===== config.mk =====
export PLATFORM = sky130hd
export DESIGN_NAME = ring_word_tx
export DESIGN_NICKNAME = d
export VERILOG_FILES = /design/src/rtl/ring_pkg.sv /design/src/rtl/ring_word_tx_piso.sv /design/src/rtl/ring_word_tx.sv
export SDC_FILE = /design/constraint.sdc
export NUM_CORES = 1
export LEC_CHECK = 0
export BUFFER_PORTS_ARGS = -buffer_cell sky130_fd_sc_hd__buf_2
export CAP_MARGIN = 20
export CORE_AREA = 2 2 39 41
export DETAILED_ROUTE_END_ITERATION = 10
export DIE_AREA = 0 0 41 43
export HOLD_SLACK_MARGIN = 0.15
export PLACE_DENSITY = 0.66
export SLEW_MARGIN = 5
export SYNTH_ARGS = -nofsm -noshare
export SYNTH_HDL_FRONTEND = slang
export SYNTH_HIERARCHICAL = 1
export SYNTH_SLANG_ARGS = --single-unit

===== constraint.sdc =====
create_clock -name clk -period 2.76 [get_ports clk]
set_clock_uncertainty 0.15 [all_clocks]
set_input_delay 0.138 -clock clk [delete_from_list [all_inputs] [get_ports clk]]
set_output_delay 0.138 -clock clk [all_outputs]
set_load 0.005 [all_outputs]

===== src/rtl/ring_pkg.sv =====
// Shared types and constants for the ring shift-register datapath.
package ring_pkg;

  localparam int unsigned RING_WIDTH = 5;

  typedef enum logic [1:0] {
    ST_IDLE  = 2'd0,
    ST_SHIFT = 2'd1,
    ST_GAP   = 2'd2
  } ring_state_e;

  // Counter must hold both the bit index and the gap count without wrapping.
  function automatic int unsigned cnt_width(input int unsigned width, input int unsigned gap);
    int unsigned m;
    m = (width > gap + 1) ? width : gap + 1;
    return (m > 1) ? $clog2(m) : 1;
  endfunction

endpackage


===== src/rtl/ring_word_tx_piso.sv =====
// Loadable shift register with serial-out tap; bit order set by RING_WORD_TX_LSB_FIRST_EN.
module piso_shifter #(
  parameter int unsigned WIDTH = 5
) (
  input  logic             clk,
  input  logic             rst,
  input  logic             load,
  input  logic             shift,
  input  logic [WIDTH-1:0] load_data,
  output logic             sout
);

  logic [WIDTH-1:0] sreg;

  always_ff @(posedge clk) begin
    if (rst) begin
      sreg <= '0;
    end else if (load) begin
      sreg <= load_data;
    end else if (shift) begin
`ifdef RING_WORD_TX_LSB_FIRST_EN
      sreg <= {1'b0, sreg[WIDTH-1:1]};
`else
      sreg <= {sreg[WIDTH-2:0], 1'b0};
`endif
    end
  end

`ifdef RING_WORD_TX_LSB_FIRST_EN
  assign sout = sreg[0];
`else
  assign sout = sreg[WIDTH-1];
`endif

endmodule


===== src/rtl/ring_word_tx.sv =====
// Word-to-serial transmitter feeding a ring register's (ld, data) load port.
// Optional LSB-first ordering via RING_WORD_TX_LSB_FIRST_EN.
module ring_word_tx
  import ring_pkg::*;
#(
  parameter int unsigned WIDTH = RING_WIDTH,
  parameter int unsigned GAP   = 0
) (
  input  logic             clk,
  input  logic             rst,
  input  logic [WIDTH-1:0] in_data,
  input  logic             in_valid,
  output logic             in_ready,
  output logic             ld,
  output logic             data,
  output logic             busy,
  output logic             done
);

  localparam int unsigned CW = cnt_width(WIDTH, GAP);

  ring_state_e   state;
  logic [CW-1:0] cnt;
  logic          accept;
  logic          last_bit;
  logic          sout;

  // rst gates in_ready directly so no word is accepted while reset is held.
  assign in_ready = (state == ST_IDLE) && !rst;
  assign accept   = in_valid && in_ready;
  assign last_bit = (state == ST_SHIFT) && (cnt == CW'(WIDTH - 1));
  assign ld       = (state == ST_SHIFT);
  assign data     = (state == ST_SHIFT) && sout;
  assign busy     = (state != ST_IDLE);

  always_ff @(posedge clk) begin
    if (rst) begin
      state <= ST_IDLE;
      cnt   <= '0;
      done  <= 1'b0;
    end else begin
      done <= last_bit;
      case (state)
        ST_IDLE: begin
          if (accept) begin
            state <= ST_SHIFT;
            cnt   <= '0;
          end
        end
        ST_SHIFT: begin
          if (last_bit) begin
            cnt   <= '0;
            state <= (GAP > 0) ? ST_GAP : ST_IDLE;
          end else begin
            cnt <= cnt + CW'(1);
          end
        end
        ST_GAP: begin
          if (cnt == CW'(GAP - 1)) begin
            cnt   <= '0;
            state <= ST_IDLE;
          end else begin
            cnt <= cnt + CW'(1);
          end
        end
        default: begin
          state <= ST_IDLE;
          cnt   <= '0;
        end
      endcase
    end
  end

  piso_shifter #(
    .WIDTH(WIDTH)
  ) u_piso (
    .clk      (clk),
    .rst      (rst),
    .load     (accept),
    .shift    (state == ST_SHIFT),
    .load_data(in_data),
    .sout     (sout)
  );

endmodule

* Word level (Yosys, flattened, before mapping) *
Index checks and enable logic that the tools add are counted.
Widths: inputs -> output; s select.

storage, ports and cells
  input bits = 8
  RAM bits = 0
  word-level logic and storage cells = 31
  output and inout bits = 5
  latch bits = 0
  memory bits (read-only) = 0
  memories kept = 0
  register bits = 11

operators by class
  div/mod/pow operators = 0
  muxes and demuxes = 10
  reductions and logical operators = 9
  $mul = 0
  equality and inequality tests = 7
  bitwise operators = 0
  order comparisons = 0
  shift operators = 0
  $add $sub $neg = 1

operator list
  cell                 count
  $mux 5               2
  $mux 3               3
  $pmux 3 s3           1
  $eq 3x3->1 const B   2
  $mux 2               3
  $pmux 2 s3           1
  $logic_and 1x1->1    4
  $ne 2x2->1 const B   2
  $reduce_bool 2->1    2
  $add 3x1->3 const B  1
  $reduce_and 3->1     1
  $eq 2x1->1 const B   1
  $eq 2x2->1 const B   1
  $logic_not 2->1      1
  $ne 2x1->1 const B   1
  $logic_not 1->1      1

* Longest topological paths before layout *
  depth after elaboration = 5
  depth in mapped cells = 5
  mapped depth without buffers = 5

* Hierarchy *
Netlist, hierarchy kept.

modules (own cells, without submodules)
  module        area each (µm²)  seq. area each (µm²)  times used  cells each
  ring_word_tx  256.5            100.1                 1           29
  piso_shifter  227.7            100.1                 1           22

* Least setup slack after synthesis *
OpenSTA, ideal clock, no wires.

  path type = register to register
  from = register state[0]
  to = register u_piso.sreg[0]
  period minus slack after synthesis = 1.498 ns
  setup time = 0.070 ns
  arrival time = 1.278 ns
  setup slack = 1.262 ns
  buffers on the path = 1
  stages on the path, launching flop included = 6
  required time = 2.540 ns
  cells stage by stage = dfxtp_1 -> buf_6 -> nor2_2 -> and2_1 -> or3b_1 -> a21oi_1

between the ends
  longest elaborated chain between the ends = 4
  elaborated cells between the ends (all ways) = 6
  those cells by class = eq/ne: 1; mux: 1; reduce/logical: 4

RTL lines
  element                                             line                     RTL
  start, declared                                     ring_word_tx.sv:22       ring_state_e state;
  start signal, assigned                              ring_word_tx.sv:53       state <= (GAP > 0) ? ST_GAP : ST_IDLE;
  $logic_not 2->1 *                                   ring_word_tx.sv:29       assign in_ready = (state == ST_IDLE) && !rst;
  $logic_and 1x1->1 *                                 ring_word_tx.sv:29
  net in_ready                                        ring_word_tx.sv:13       output logic in_ready,
  $logic_and 1x1->1 *                                 ring_word_tx.sv:30       assign accept = in_valid && in_ready;
  net accept                                          ring_word_tx.sv:24       logic accept;
  $mux 5 / $reduce_bool 2->1 (equally long branches)  --
  end signal, assigned                                ring_word_tx_piso.sv:19  sreg <= load_data;
  end signal, assigned                                ring_word_tx_piso.sv:24  sreg <= {sreg[WIDTH-2:0], 1'b0};
  end, declared                                       ring_word_tx_piso.sv:13  logic [WIDTH-1:0] sreg;

The timed path passes the listed nets; every way through them passes the cells marked *.
A chain may end at the register's enable or synchronous reset.

* Worst setup path in the final report *
  from = register state[0]
  to = register u_piso.sreg[0]

between the ends
  longest elaborated chain between the ends = 4
  elaborated cells between the ends (all ways) = 6
  those cells by class = eq/ne: 1; mux: 1; reduce/logical: 4

RTL lines
  element                                             line
  $logic_not 2->1 *                                   ring_word_tx.sv:29
  $logic_and 1x1->1 *                                 ring_word_tx.sv:29
  $logic_and 1x1->1 *                                 ring_word_tx.sv:30
  net accept                                          ring_word_tx.sv:24
  $mux 5 / $reduce_bool 2->1 (equally long branches)  --

Marks and branches as above.

==> out/qor.yml <==
final_cells: 87
die-area_um2: 1760
worst_pin_slew_ns: 0.646
cts_buffers: 3
yosys.area.top_type: "dfxtp_1"
io_buffers: 12
required_ns: 2.82
clkTransAtPathRegs_ns: 0.07
grt-ovfl-total: 0
finalHoldViolCount: 0
placed_cell_area_um2: 534
ant_nets: 0
synthFlopType: "dfxtp_1"
synth.avg_cell_area_um2: 9.49
drc: 0
min_path_type: "flip-flop to flip-flop"
fin_crit_sh_pct: 84.5
fp.coreArea_um2: 1380
crit_cells: 5
io-pin-count: 13
vias: 417
routedWlPerCell_um: 11.4
synthesis.area_um2: 484
finalSetupViolCount: 0
ir_drop_mv: 0.183
arrival_ns: 2.39
area_growth_pct: 31.5
routabilityCongestion: 0.647
hpwlAfterDp_um: 617
maxCapViolations: 0
syn-num-nets: 61
crit_path_max_fanout: 18
fin_area_um2: 637
crit_type: "flip-flop to flip-flop"
drive_gt1_share_pct: 25.4
fin_crit_ns: 2.33
cts_tree: "done"
cp_cell_sequence: "nor2_2 -> and2_1 -> or3b_1 -> a21oi_1 -> dlygate4sd3_1"
holdPathStages: 2
ys_async_sr_fraction_pct: 0
place_inst: 76
netlist_top_cells_area: "dfxtp_1 41%, mux2i_1 8.3%, a211oi_1 6.2%"
cp_top_family: "flip-flops"
relSlewSlack_pct: 56.9
clk_latency_ns: 0.26
synth_top_area_share_pct: 41.3
initial_utilization_pct: 35.0
drt_iter0_markers: 3
end_kind: "flip-flop"
leakage_nw: 0.267
antenna_found_initial: 0
status: "complete, no violations"
tns_ns: 0
r2r_cells: 5
timing.fmax_ghz: 0.429
via_per_inst: 4.79
ys_warn_count: 6
grt_max_degree: 19
hold_ws_ns: 0.331
timing.critical_path.from_type: "flip-flop"
rsz0062_at_grt: "false"
fp.dieW_um: 41
drv_slew: 0
slowest_stage: "dfxtp_1"
clock_path_buffers: 2
synthTopCellsByCount: "10 x dfxtp_1, 4 x a211oi_1, 4 x a21oi_1, 4 x mux2i_1, 4 x nor2b_1"
cts.sinks: 10
cp_num_buf_inv: 1
routed_wl_um: 992
grt_pass1_vias: 397
clock-root-buffer: "clkbuf_4"
synth.ff_latch_count: 10
fp-row-count: 14
ys_seq_area_share_pct: 41.3
grt_first_pass_wirelength_mm: 1.68
nets: 83
synth_most_common_cell: "dfxtp_1"
track_usage_pct: 14.3
die_height_um: 43
p_per_area_nw_per_um2: 476
synth_edf_count: 0
ys_types: 21
dr.pass1.iters: 4
slowest_delay_ns: 0.74
insertedDiodeCount: 0
post_cts_resized: 0
htree_levels: 1
synth_cells: 51
[cells in the final DEF (no fill, tap or decap)]
cell and n:
nor3b_2 1, and2_1 2, a21oi_1 4, mux2i_1 4, nor2_2 2, nor2_1 2, a211oi_1 4, clkbuf_4 3
dfxtp_1 10, nor3_1 1, nor2b_1 4, ha_1 2, nand3_1 1, dlygate4sd3_1 8, a31oi_1 1, inv_1 3
nor3b_1 1, o21ai_1 1, or3b_1 1, nand2_1 3, buf_2 12, a311oi_1 1
[routing by layer]
layer / vias to the layer above / track usage (%) / share of wire [%]
li1: 217 / - / -
met1: 185 / 18.2 / 49
met2: 11 / 19.4 / 44
met3: 4 / 4.71 / 4.4
met4: 0 / 10.0 / 2.3
met5: - / 0 / 0
[timing repair]
item                      CTS  global route
hold buffers                8             0
buffers inserted            0             0
hold endpoints to repair   10             0
[registers in the layout, indices dropped and copies added, names as in the netlist]
register     cells
state            1
done             1
cnt              3
u_piso/sreg      5
[logic make-up (layout without fill, tap and decap cells)]
logic type / count (synthesis) / in the layout / share of synthesized area, %
muxes: 4 / 4 / 8.27
adders and majority gates: 2 / 2 / 5.17
and+or+nand+nor: 18 / 18 / 22.2
DFF: 10 / 10 / 41.3
buffers and inverters: 6 / 26 / 8.53
AOI/OAI and AO/OA: 11 / 11 / 14.5
[final timing paths]
| kind | slack, ns | end | from |
|---|---|---|---|
| setup reg to reg | 0.43 | u_piso/sreg[0] | state[0] |
| hold / removal | 0.33 | cnt[0] | cnt[0] |
| setup / recovery | 0.43 | u_piso/sreg[0] | state[0] |
| hold reg to reg | 0.33 | cnt[0] | cnt[0] |
[worst min-delay path: cells and delay by family (launching register included)]
kind	cells	cell delay [ns]
AO/OA/AOI/OAI	1	0.05
flip-flops	1	0.33
AND/OR/NAND/NOR	1	0.06
[stage by stage]
stage / power (W) / setup slack [ns] / utilization (%)
final: 0.000303 / 0.428 / 46.0
after CTS: 0.000305 / 0.434 / 46.0
after global placement: 0.000197 / 1.04 / 38.6
after global routing: 0.000319 / 0.288 / 46.0
after floorplan: 0.000188 / 1.26 / -
after detailed placement: 0.000198 / 0.987 / 38.6
[where the power goes]
part | internal, W | switching (W) | leakage [nW]
combinational | 0.0000251 | 0.0000173 | 0.171
clock | 0.0000504 | 0.0000496 | 0.0138
sequential | 0.000152 | 0.00000914 | 0.0818
total | 0.000227 | 0.0000761 | 0.267
[layout make-up]
type / count / area [um^2]
flip-flops and latches: 10 / 200
fillers: 129 / 747
well taps: 16 / 20.0
inverters: 3 / 11.3
clock buffers: 3 / 22.5
repair buffers: 20 / 140
multi-input cells: 35 / 243
Note: power is estimated with default switching activity, not from simulation.
